===== config.mk =====
export PLATFORM = sky130hd
export DESIGN_NAME = word_arbiter_ctrl_flat
export DESIGN_NICKNAME = d
export VERILOG_FILES = /design/src/rtl/word_arbiter_ctrl_if.sv /design/src/rtl/word_arbiter_ctrl.sv /design/src/flat_wrapper.sv
export SDC_FILE = /design/constraint.sdc
export NUM_CORES = 1
export LEC_CHECK = 0
export ABC_AREA = 1
export BUFFER_PORTS_ARGS = -buffer_cell sky130_fd_sc_hd__buf_2
export CAP_MARGIN = 20
export CORE_ASPECT_RATIO = 1.1
export CORE_MARGIN = 2
export CORE_UTILIZATION = 41
export CTS_CLUSTER_DIAMETER = 50
export DETAILED_ROUTE_END_ITERATION = 8
export HOLD_SLACK_MARGIN = 0.1
export PLACE_DENSITY = 0.78
export SETUP_SLACK_MARGIN = 0.5
export SYNTH_ARGS = -nofsm -noshare
export SYNTH_HDL_FRONTEND = slang
export SYNTH_SLANG_ARGS = --single-unit

===== constraint.sdc =====
create_clock -name clk -period 1.4 [get_ports clk]
set_clock_uncertainty 0.1 [all_clocks]
set_input_delay 0.14 -clock clk [delete_from_list [all_inputs] [get_ports clk]]
set_output_delay 0.14 -clock clk [all_outputs]
set_load 0.02 [all_outputs]

===== src/rtl/word_arbiter_ctrl_if.sv =====
`default_nettype none
// ============================================================================
//  Module      : word_arbiter_ctrl_if
//  Description : Bundles the two requester channels and the word-array side
//                of word_arbiter_ctrl.
//                master : requesters plus the array read-data return
//                         (req*, we*, addr*, wdata*, out_bus in;
//                         gnt*, done*, rdata, word_sel, op, in_bus, err out).
//                slave  : the arbiter controller itself.
//  Revision    : 1.0 - initial release
// ============================================================================
interface word_arbiter_ctrl_if #(
    parameter int ADDR_W = 2,
    parameter int DATA_W = 8
);
    // Requester side
    logic                   req0;
    logic                   req1;
    logic                   we0;
    logic                   we1;
    logic [ADDR_W-1:0]      addr0;
    logic [ADDR_W-1:0]      addr1;
    logic [DATA_W-1:0]      wdata0;
    logic [DATA_W-1:0]      wdata1;
    logic                   gnt0;
    logic                   gnt1;
    logic                   done0;
    logic                   done1;
    logic [DATA_W-1:0]      rdata;
    // Word-array side
    logic [(2**ADDR_W)-1:0] word_sel;
    logic                   op;
    logic [DATA_W-1:0]      in_bus;
    logic [DATA_W-1:0]      out_bus;
    // Status
    logic                   err;

    modport master (
        output req0, req1, we0, we1, addr0, addr1, wdata0, wdata1, out_bus,
        input  gnt0, gnt1, done0, done1, rdata, word_sel, op, in_bus, err
    );

    modport slave (
        input  req0, req1, we0, we1, addr0, addr1, wdata0, wdata1, out_bus,
        output gnt0, gnt1, done0, done1, rdata, word_sel, op, in_bus, err
    );
endinterface
`default_nettype wire


===== src/rtl/word_arbiter_ctrl.sv =====
`default_nettype none
// ============================================================================
//  Module      : word_arbiter_ctrl
//  Description : Two-requester round-robin arbiter in front of a word array.
//                Each transaction runs IDLE -> SETUP -> ACCESS -> DONE; the
//                winner sees a one-cycle gnt in SETUP and a one-cycle done in
//                DONE. Reads capture out_bus into rdata on the ACCESS->DONE
//                edge.
//                Optional feature: define WORD_ARBITER_WRITE_VERIFY_EN to add
//                a VERIFY cycle after every write that reads the word back
//                and sets the sticky err flag on mismatch.
//  Ports       : clk  - clock, rising edge
//                rst  - synchronous active-high reset
//                bus  - word_arbiter_ctrl_if.slave (requests, grants, dones,
//                       rdata, word_sel, op, in_bus, out_bus, err)
//  Revision    : 1.0 - initial release
// ============================================================================
module word_arbiter_ctrl #(
    parameter int ADDR_W = 2,
    parameter int DATA_W = 8
) (
    input  logic                clk,
    input  logic                rst,
    word_arbiter_ctrl_if.slave  bus
);

    localparam int                 c_WORDS   = 2 ** ADDR_W;
    localparam logic [c_WORDS-1:0] c_SEL_ONE = {{(c_WORDS-1){1'b0}}, 1'b1};

    typedef enum logic [2:0] {
        IDLE   = 3'd0,
        SETUP  = 3'd1,
        ACCESS = 3'd2,
        DONE   = 3'd3
`ifdef WORD_ARBITER_WRITE_VERIFY_EN
        ,
        VERIFY = 3'd4
`endif
    } state_t;

    state_t              r_state;
    state_t              w_next_state;

    // Latched transaction; inputs are never re-sampled after IDLE.
    logic                r_owner;     // 0: requester 0, 1: requester 1
    logic                r_we;
    logic [ADDR_W-1:0]   r_addr;
    logic [DATA_W-1:0]   r_wdata;
    logic                r_last;      // requester served most recently
    logic [DATA_W-1:0]   r_rdata;

    logic                w_any_req;
    logic                w_pick;
    logic                w_drive;     // SETUP or ACCESS: array is being driven
    logic                w_sel_on;    // word_sel held (also through VERIFY)

    // ------------------------------------------------------------------
    // Round-robin pick: a lone requester wins; on a tie the one not served
    // last wins.
    // ------------------------------------------------------------------
    always_comb begin
        w_any_req = bus.req0 | bus.req1;
        w_pick    = 1'b0;
        if (bus.req0 && bus.req1) begin
            w_pick = ~r_last;
        end else if (bus.req1) begin
            w_pick = 1'b1;
        end
    end

    // ------------------------------------------------------------------
    // Next-state logic
    // ------------------------------------------------------------------
    always_comb begin
        w_next_state = r_state;
        case (r_state)
            IDLE: begin
                if (w_any_req) begin
                    w_next_state = SETUP;
                end
            end
            SETUP: begin
                w_next_state = ACCESS;
            end
            ACCESS: begin
`ifdef WORD_ARBITER_WRITE_VERIFY_EN
                w_next_state = r_we ? VERIFY : DONE;
`else
                w_next_state = DONE;
`endif
            end
`ifdef WORD_ARBITER_WRITE_VERIFY_EN
            VERIFY: begin
                w_next_state = DONE;
            end
`endif
            DONE: begin
                w_next_state = IDLE;
            end
            default: begin
                w_next_state = IDLE;
            end
        endcase
    end

    // ------------------------------------------------------------------
    // Outputs decoded from the state register only, so they are glitch
    // free with respect to the request inputs.
    // ------------------------------------------------------------------
    always_comb begin
        w_drive  = (r_state == SETUP) || (r_state == ACCESS);
        w_sel_on = w_drive;
`ifdef WORD_ARBITER_WRITE_VERIFY_EN
        // Keep the word selected while the array returns the written data.
        w_sel_on = w_drive || (r_state == VERIFY);
`endif
    end

    assign bus.gnt0     = (r_state == SETUP) && !r_owner;
    assign bus.gnt1     = (r_state == SETUP) &&  r_owner;
    assign bus.done0    = (r_state == DONE)  && !r_owner;
    assign bus.done1    = (r_state == DONE)  &&  r_owner;
    assign bus.word_sel = w_sel_on ? (c_SEL_ONE << r_addr) : '0;
    assign bus.op       = w_drive & r_we;
    assign bus.in_bus   = (w_drive && r_we) ? r_wdata : '0;
    assign bus.rdata    = r_rdata;

    // ------------------------------------------------------------------
    // State register and transaction latches
    // ------------------------------------------------------------------
    always_ff @(posedge clk) begin
        if (rst) begin
            r_state <= IDLE;
            r_owner <= 1'b0;
            r_we    <= 1'b0;
            r_addr  <= '0;
            r_wdata <= '0;
            r_last  <= 1'b1;    // requester 0 wins the first tie
            r_rdata <= '0;
        end else begin
            r_state <= w_next_state;
            if ((r_state == IDLE) && w_any_req) begin
                r_owner <= w_pick;
                r_we    <= w_pick ? bus.we1    : bus.we0;
                r_addr  <= w_pick ? bus.addr1  : bus.addr0;
                r_wdata <= w_pick ? bus.wdata1 : bus.wdata0;
            end
            if ((r_state == ACCESS) && !r_we) begin
                r_rdata <= bus.out_bus;
            end
            // Pointer moves only on completion, so an aborted transaction
            // does not count as served.
            if (r_state == DONE) begin
                r_last <= r_owner;
            end
        end
    end

`ifdef WORD_ARBITER_WRITE_VERIFY_EN
    logic r_err;

    always_ff @(posedge clk) begin
        if (rst) begin
            r_err <= 1'b0;
        end else if ((r_state == VERIFY) && (bus.out_bus != r_wdata)) begin
            r_err <= 1'b1;
        end
    end

    assign bus.err = r_err;
`else
    assign bus.err = 1'b0;
`endif

endmodule
`default_nettype wire


===== src/flat_wrapper.sv =====
// flat-port wrapper written by rule: the top's interface ports become plain ports
module word_arbiter_ctrl_flat 
#(
    parameter int ADDR_W = 2,
    parameter int DATA_W = 8
)
  (clk, rst, bus_req0, bus_req1, bus_we0, bus_we1, bus_addr0, bus_addr1, bus_wdata0, bus_wdata1, bus_out_bus, bus_gnt0, bus_gnt1, bus_done0, bus_done1, bus_rdata, bus_word_sel, bus_op, bus_in_bus, bus_err);
  word_arbiter_ctrl_if #(.ADDR_W(ADDR_W), .DATA_W(DATA_W)) bus_i ();
  input  logic clk;
  input  logic rst;
  input wire logic [$bits(bus_i.req0)-1:0] bus_req0;
  input wire logic [$bits(bus_i.req1)-1:0] bus_req1;
  input wire logic [$bits(bus_i.we0)-1:0] bus_we0;
  input wire logic [$bits(bus_i.we1)-1:0] bus_we1;
  input wire logic [$bits(bus_i.addr0)-1:0] bus_addr0;
  input wire logic [$bits(bus_i.addr1)-1:0] bus_addr1;
  input wire logic [$bits(bus_i.wdata0)-1:0] bus_wdata0;
  input wire logic [$bits(bus_i.wdata1)-1:0] bus_wdata1;
  input wire logic [$bits(bus_i.out_bus)-1:0] bus_out_bus;
  output wire logic [$bits(bus_i.gnt0)-1:0] bus_gnt0;
  output wire logic [$bits(bus_i.gnt1)-1:0] bus_gnt1;
  output wire logic [$bits(bus_i.done0)-1:0] bus_done0;
  output wire logic [$bits(bus_i.done1)-1:0] bus_done1;
  output wire logic [$bits(bus_i.rdata)-1:0] bus_rdata;
  output wire logic [$bits(bus_i.word_sel)-1:0] bus_word_sel;
  output wire logic [$bits(bus_i.op)-1:0] bus_op;
  output wire logic [$bits(bus_i.in_bus)-1:0] bus_in_bus;
  output wire logic [$bits(bus_i.err)-1:0] bus_err;
  assign bus_i.req0 = bus_req0;
  assign bus_i.req1 = bus_req1;
  assign bus_i.we0 = bus_we0;
  assign bus_i.we1 = bus_we1;
  assign bus_i.addr0 = bus_addr0;
  assign bus_i.addr1 = bus_addr1;
  assign bus_i.wdata0 = bus_wdata0;
  assign bus_i.wdata1 = bus_wdata1;
  assign bus_i.out_bus = bus_out_bus;
  assign bus_gnt0 = bus_i.gnt0;
  assign bus_gnt1 = bus_i.gnt1;
  assign bus_done0 = bus_i.done0;
  assign bus_done1 = bus_i.done1;
  assign bus_rdata = bus_i.rdata;
  assign bus_word_sel = bus_i.word_sel;
  assign bus_op = bus_i.op;
  assign bus_in_bus = bus_i.in_bus;
  assign bus_err = bus_i.err;
  word_arbiter_ctrl #(.ADDR_W(ADDR_W), .DATA_W(DATA_W)) u_core (.clk(clk), .rst(rst), .bus(bus_i));
endmodule

* Yosys cells after proc, flatten, opt, wreduce, memory -nomap -nowiden *
Index checks and enable logic that the tools add are counted.

storage, ports and cells
  register bits = 24
  bits in latches = 0
  memory bits (writable) = 0
  ROM bits = 0
  output and inout bits = 26
  logic and storage cells = 36
  memories kept = 0

cells by class
  add/subtract/negate cells = 0
  $mul = 0
  divide/modulo/power cells = 0
  magnitude comparators = 0
  equality and inequality tests = 4
  shift operators = 1
  multiplexer cells = 9
  bitwise operators = 3
  reductions and logical operators = 12

operator list
  operator                                                                 count
  8-bit 2-to-1 mux                                                         2
  3-bit one-hot mux with 3 select lines                                    1
  1-bit logical AND                                                        8
  3-bit by 2-bit equality test with 1-bit output, second input constant    2
  4-bit 2-to-1 mux                                                         1
  1-bit by 2-bit left shift with 4-bit output, first input constant        1
  3-bit by 1-bit equality test with 1-bit output, second input constant    1
  3-bit zero test                                                          1
  1-bit 2-to-1 mux                                                         3
  3-bit 2-to-1 mux                                                         1
  1-bit zero test                                                          2
  2-bit 2-to-1 mux                                                         1
  2-bit by 1-bit inequality test with 1-bit output, second input constant  1
  1-bit AND                                                                1
  1-bit logical OR                                                         1
  1-bit NOT                                                                1
  1-bit bitwise OR                                                         1

* Depth between registers and ports, before layout *
  depth after elaboration = 4
  depth in mapped cells = 8

* Worst setup path after synthesis *
OpenSTA, ideal clock, no wires.

  path kind = register to output
  start point = register u_core.r_state[0]
  end point = output port bus_word_sel[1]
  arrival = 1,267 ps
  required time = 1,160 ps
  setup slack = -107 ps
  cell stages (with the launch flop) = 5
  buffers on the path = 0
  cells stage by stage = dfxtp_1 -> inv_1 -> ha_1 -> inv_1 -> nor3_1

between the ends
  cells in the longest elaborated chain, start to end = 3
  elaborated cells between the ends (all ways) = 4
  those cells by class = eq/ne: 2; mux: 1; reduce/logical: 1

ends and longest elaborated chain
  element                                                                                                           RTL line                  source
  start, declared                                                                                                   word_arbiter_ctrl.sv:41   state_t r_state;
  start signal, assigned                                                                                            word_arbiter_ctrl.sv:141  r_state <= w_next_state;
  3-bit by 1-bit equality test with 1-bit output or 3-bit by 2-bit equality test with 1-bit output (tied branches)  word_arbiter_ctrl.sv:111  w_drive = (r_state == SETUP) || (r_state == ACCESS);
  1-bit logical OR *                                                                                                word_arbiter_ctrl.sv:111
  4-bit 2-to-1 mux *                                                                                                word_arbiter_ctrl.sv:123  assign bus.word_sel = w_sel_on ? (c_SEL_ONE << r_addr) : '0;
  end, declared                                                                                                     flat_wrapper.sv:25        output wire logic [$bits(bus_i.word_sel)-1:0] bus_word_sel;

Every way passes the cells marked *; elsewhere a longest branch is shown, timed or not.

* Worst setup path in the final report *
  start point = register u_core.r_state[1]
  end point = output port bus_in_bus[3]

between the ends
  cells in the longest elaborated chain, start to end = 4
  elaborated cells between the ends (all ways) = 5
  those cells by class = eq/ne: 2; mux: 1; reduce/logical: 2

ends and longest elaborated chain
  element                                                                                                           RTL line                  source
  3-bit by 1-bit equality test with 1-bit output or 3-bit by 2-bit equality test with 1-bit output (tied branches)  word_arbiter_ctrl.sv:111
  1-bit logical OR *                                                                                                word_arbiter_ctrl.sv:111
  1-bit logical AND *                                                                                               word_arbiter_ctrl.sv:125  assign bus.in_bus = (w_drive && r_we) ? r_wdata : '0;
  8-bit 2-to-1 mux *                                                                                                word_arbiter_ctrl.sv:125
  end, declared                                                                                                     flat_wrapper.sv:27        output wire logic [$bits(bus_i.in_bus)-1:0] bus_in_bus;

Marks and branches as above.

==> impl_metrics.xml <==
<?xml version="1.0" encoding="UTF-8"?>
<metrics>
  <group name="worst_setup_path">
    <metric name="worst_setup_path_end_kind" unit="">output pin</metric>
    <metric name="crit_path_max_fanout" unit="">4</metric>
    <metric name="critical_path.reg2reg.endpoint" unit="">u_core.bus.rdata[6]</metric>
    <metric name="worst-setup-path-type" unit="">flop to output pin</metric>
    <metric name="worstRegToRegCells" unit="">10</metric>
    <metric name="cp_data_arrival_time" unit="ps">1440</metric>
    <metric name="slack_of_the_worst_reg_to_reg_path" unit="ps">-170</metric>
    <metric name="launch_instance_of_the_worst_register_to_register_path" unit="">u_core.r_state[0]</metric>
    <metric name="worst_setup_path_start_kind" unit="">flop</metric>
    <metric name="data_required_critical_path" unit="ps">1160</metric>
  </group>
  <group name="detailed_routing">
    <metric name="route.detailed.drc" unit="">0</metric>
    <metric name="wire_per_inst" unit="um">14.1</metric>
    <metric name="wirelength" unit="mm">4.38</metric>
    <metric name="drt_first_pass_iters" unit="">4</metric>
    <metric name="post_drt_via_cell_ratio" unit="">4.94</metric>
    <metric name="route.antenna.remaining_nets" unit="">0</metric>
    <metric name="initial_drc_count" unit="">38</metric>
    <metric name="vias" unit="">1535</metric>
  </group>
  <group name="pwr">
    <metric name="cellLeakagePower" unit="nW">1.13</metric>
    <metric name="power_per_cell_area" unit="nW/um^2">1720</metric>
    <metric name="ir_drop" unit="mV">1.69</metric>
    <metric name="internal_power" unit="mW">2.08</metric>
    <metric name="combinationalPowerShare" unit="%">64.4</metric>
    <metric name="power_switching" unit="mW">1.89</metric>
    <metric name="pwr-share-seq" unit="%">27.6</metric>
    <metric name="clock_power_share" unit="%">8.0</metric>
    <metric name="power.share.switching" unit="%">47.5</metric>
  </group>
  <group name="floorplan">
    <metric name="die_height" unit="um">61.8</metric>
    <metric name="placementRows" unit="">20</metric>
    <metric name="effective_utilization_at_floorplan" unit="%">44.1</metric>
    <metric name="i_o_pin_count" unit="">60</metric>
    <metric name="die-area" unit="sq um">3500</metric>
    <metric name="floorplan.die.width" unit="um">56.6</metric>
    <metric name="core_footprint" unit="sq um">2830</metric>
  </group>
  <group name="sta">
    <metric name="max_clock_freq" unit="GHz">0.594</metric>
    <metric name="layout_setup_ws" unit="ps">-284</metric>
    <metric name="final-max-slew-violation-count" unit="">0</metric>
    <metric name="grt_setup_unrepaired" unit="">true</metric>
    <metric name="final_tns_setup" unit="ps">-4900</metric>
    <metric name="timing.final.crit_period" unit="ps">1680</metric>
    <metric name="post-route-period-util" unit="%">120</metric>
    <metric name="number_of_hold_violations_in_the_final_report" unit="">0</metric>
    <metric name="finalSetupViolations" unit="">25</metric>
  </group>
  <group name="clocking">
    <metric name="tritoncts.num_buffers" unit="">3</metric>
    <metric name="htree_levels" unit="">1</metric>
    <metric name="cts_num_sinks" unit="">23</metric>
    <metric name="ctsHoldBuffers" unit="">18</metric>
    <metric name="clock_insertion_delay_worst_skew" unit="ps">320</metric>
    <metric name="cts.root.buffer_cell" unit="">sky130_fd_sc_hd__clkbuf_4</metric>
    <metric name="number_of_buffers_on_the_longest_clock_path" unit="">2</metric>
    <metric name="clk_pin_slew" unit="ps">130</metric>
    <metric name="tritoncts" unit="">built</metric>
  </group>
  <group name="layout">
    <metric name="antennaDiodeCount" unit="">0</metric>
    <metric name="area_delta_synth_final" unit="%">85.9</metric>
    <metric name="post_route_cells_drive_above_1_share" unit="%">53.2</metric>
    <metric name="nNetsFinal" unit="">317</metric>
    <metric name="fill_cells" unit="">189</metric>
    <metric name="post_layout_nonfiller_instances" unit="">311</metric>
  </group>
  <group name="grt">
    <metric name="grt_first_pass_wirelength" unit="mm">6.50</metric>
    <metric name="global_route.overflow_total" unit="">0</metric>
    <metric name="grt_max_degree" unit="">23</metric>
    <metric name="grt.total_usage" unit="%">24.4</metric>
    <metric name="antenna_found_initial" unit="">0</metric>
    <metric name="first_global_vias" unit="">1464</metric>
  </group>
  <group name="place">
    <metric name="gp_routability_congestion" unit="">0.821</metric>
    <metric name="hpwl" unit="mm">2.18</metric>
    <metric name="dp_cells" unit="">282</metric>
    <metric name="port-buffer-count" unit="">58</metric>
  </group>
  <group name="logic_synthesis">
    <metric name="postSynthCellCount" unit="">194</metric>
    <metric name="yosys_warnings" unit="">0</metric>
    <metric name="syn-mean-instance-area" unit="sq um">6.42</metric>
    <metric name="syn_nets" unit="">232</metric>
    <metric name="netlist-cell-type-count" unit="">20</metric>
    <metric name="synth_area" unit="sq um">1250</metric>
    <metric name="synth-seq-area-share" unit="%">36.9</metric>
    <metric name="number_of_synthesized_register_bits" unit="">23</metric>
  </group>
  <group name="worst_hold_path">
    <metric name="timing.hold.worst_endpoint" unit="">u_core.r_we</metric>
    <metric name="min-delay-start" unit="">bus_we0</metric>
    <metric name="worst_hold_path_type" unit="">primary input to flop</metric>
    <metric name="min_path_cells" unit="">5</metric>
  </group>
  <group name="outcome">
    <metric name="run_status" unit="">finished, violations left</metric>
    <metric name="violations" unit="">setup timing</metric>
  </group>
  <group name="flow_run">
    <metric name="cap_viol_max_count" unit="">0</metric>
  </group>
</metrics>
area by class of cell:
| class | count | area (sq um) | area share [%] |
|---|---|---|---|
| multi-input cells | 131 | 926 | 40.0 |
| repair buffers | 86 | 707 | 30.5 |
| flip-flops and latches | 23 | 473 | 20.4 |
| inverters | 34 | 143 | 6.16 |
| well taps | 33 | 41.3 | 1.78 |
| clock buffers | 3 | 22.5 | 0.972 |
| clock inverters | 1 | 5.00 | 0.216 |
layer usage:
| layer | share of wire (%) | routed length (um) | vias up | track usage [%] |
|---|---|---|---|---|
| met5 | 0 | 0 | - | 0 |
| li1 | - | - | 746 | - |
| met1 | 35 | 1540 | 707 | 26.2 |
| met2 | 56 | 2460 | 66 | 48.2 |
| met4 | 3.4 | 149 | 0 | 11.2 |
| met3 | 5.3 | 234 | 16 | 3.11 |
worst max-delay path by stage:
stage | startpoint | endpoint | cells past startpoint
global route | u_core.r_state[1] | bus_in_bus[3] | 5
floorplan | u_core.r_state[1] | bus_in_bus[0] | 4
CTS | u_core.r_state[0] | bus_word_sel[0] | 5
finish | u_core.r_state[1] | bus_in_bus[3] | 5
detailed placement | u_core.r_state[0] | bus_in_bus[2] | 5
global placement | u_core.r_state[0] | bus_in_bus[6] | 5
timing repair:
action                                  in CTS  in global routing
endpoints found under the setup margin      48                 48
gates resized for setup                     86                 20
setup buffers                                6                  0
endpoints found under the hold margin       21                  5
gates cloned                                 1                  0
pin swaps                                    8                  6
cells in the mapped netlist (all sizes together):
| cell | n | area, sq um |
|---|---|---|
| inv | 34 | 128 |
| nand3 | 2 | 10.0 |
| dfxtp | 23 | 460 |
| clkbuf | 2 | 11.3 |
| conb | 1 | 3.75 |
| ha | 4 | 50.1 |
| o21ai | 21 | 109 |
| nor3 | 4 | 20.0 |
| a21oi | 3 | 15.0 |
| nor2 | 64 | 260 |
| buf | 5 | 52.6 |
| nand2 | 31 | 126 |
power groups by stage:
stage / registers (mW) / logic (mW) / clock network [mW]
after floorplan: 1.12 / 1.26 / 0
after global placement: 1.04 / 1.70 / 0
after detailed placement: 1.05 / 1.73 / 0
after CTS: 1.08 / 2.35 / 0.317
after global routing: 1.11 / 2.74 / 0.346
final: 1.09 / 2.56 / 0.318
kinds of logic after synthesis:
logic type                 after synthesis  share of synthesized area (%)
other                                    1                          0.301
and+or+nand+nor                        101                           33.4
buffers and inverters                   41                           15.4
AOI/OAI and AO/OA                       24                           9.94
DFF                                     23                           36.9
adders and majority gates                4                           4.02
sequential cells by signal, summed over array words and instances (netlist names):
signal / flops
u_core.r_state: 2
u_core.bus.rdata: 8
u_core.r_owner: 1
u_core.r_we: 1
u_core.r_wdata: 8
u_core.r_addr: 2
u_core.r_last: 1
metrics by stage:
step	total power [mW]	setup slack (ps)	instance area (sq um)	util, %	hold WS [ps]
floorplan	2.38	165	1400	-	109
global placement	2.74	16.7	1710	60.6	246
detailed placement	2.78	1.21	1710	60.6	247
CTS	3.74	-279	2240	79.1	27.5
global route	4.20	-327	2320	81.9	27.8
finish	3.97	-284	2320	81.9	29.6
cells in the final DEF, fill, tap and decap left out, types with 8 or more instances in the layout:
| cell type | instances |
|---|---|
| sky130_fd_sc_hd__buf_4 | 11 |
| sky130_fd_sc_hd__nor2_1 | 41 |
| sky130_fd_sc_hd__o21ai_1 | 9 |
| sky130_fd_sc_hd__dlygate4sd3_1 | 18 |
| sky130_fd_sc_hd__nor2_2 | 8 |
| sky130_fd_sc_hd__dfxtp_2 | 10 |
| sky130_fd_sc_hd__nor2_4 | 15 |
| sky130_fd_sc_hd__dfxtp_1 | 13 |
| sky130_fd_sc_hd__nand2_4 | 11 |
| sky130_fd_sc_hd__buf_2 | 33 |
| sky130_fd_sc_hd__inv_1 | 22 |
| sky130_fd_sc_hd__buf_6 | 23 |
| sky130_fd_sc_hd__o21ai_0 | 8 |
| sky130_fd_sc_hd__nand2_1 | 16 |
worst max-delay path, stage by stage (launching register included):
cell and delay, ps:
sky130_fd_sc_hd__dfxtp_2 360, sky130_fd_sc_hd__inv_2 60, sky130_fd_sc_hd__ha_4 350, sky130_fd_sc_hd__nand2_4 110
sky130_fd_sc_hd__nor2_4 100, sky130_fd_sc_hd__buf_4 140
Note: power is estimated with default switching activity, not from simulation.
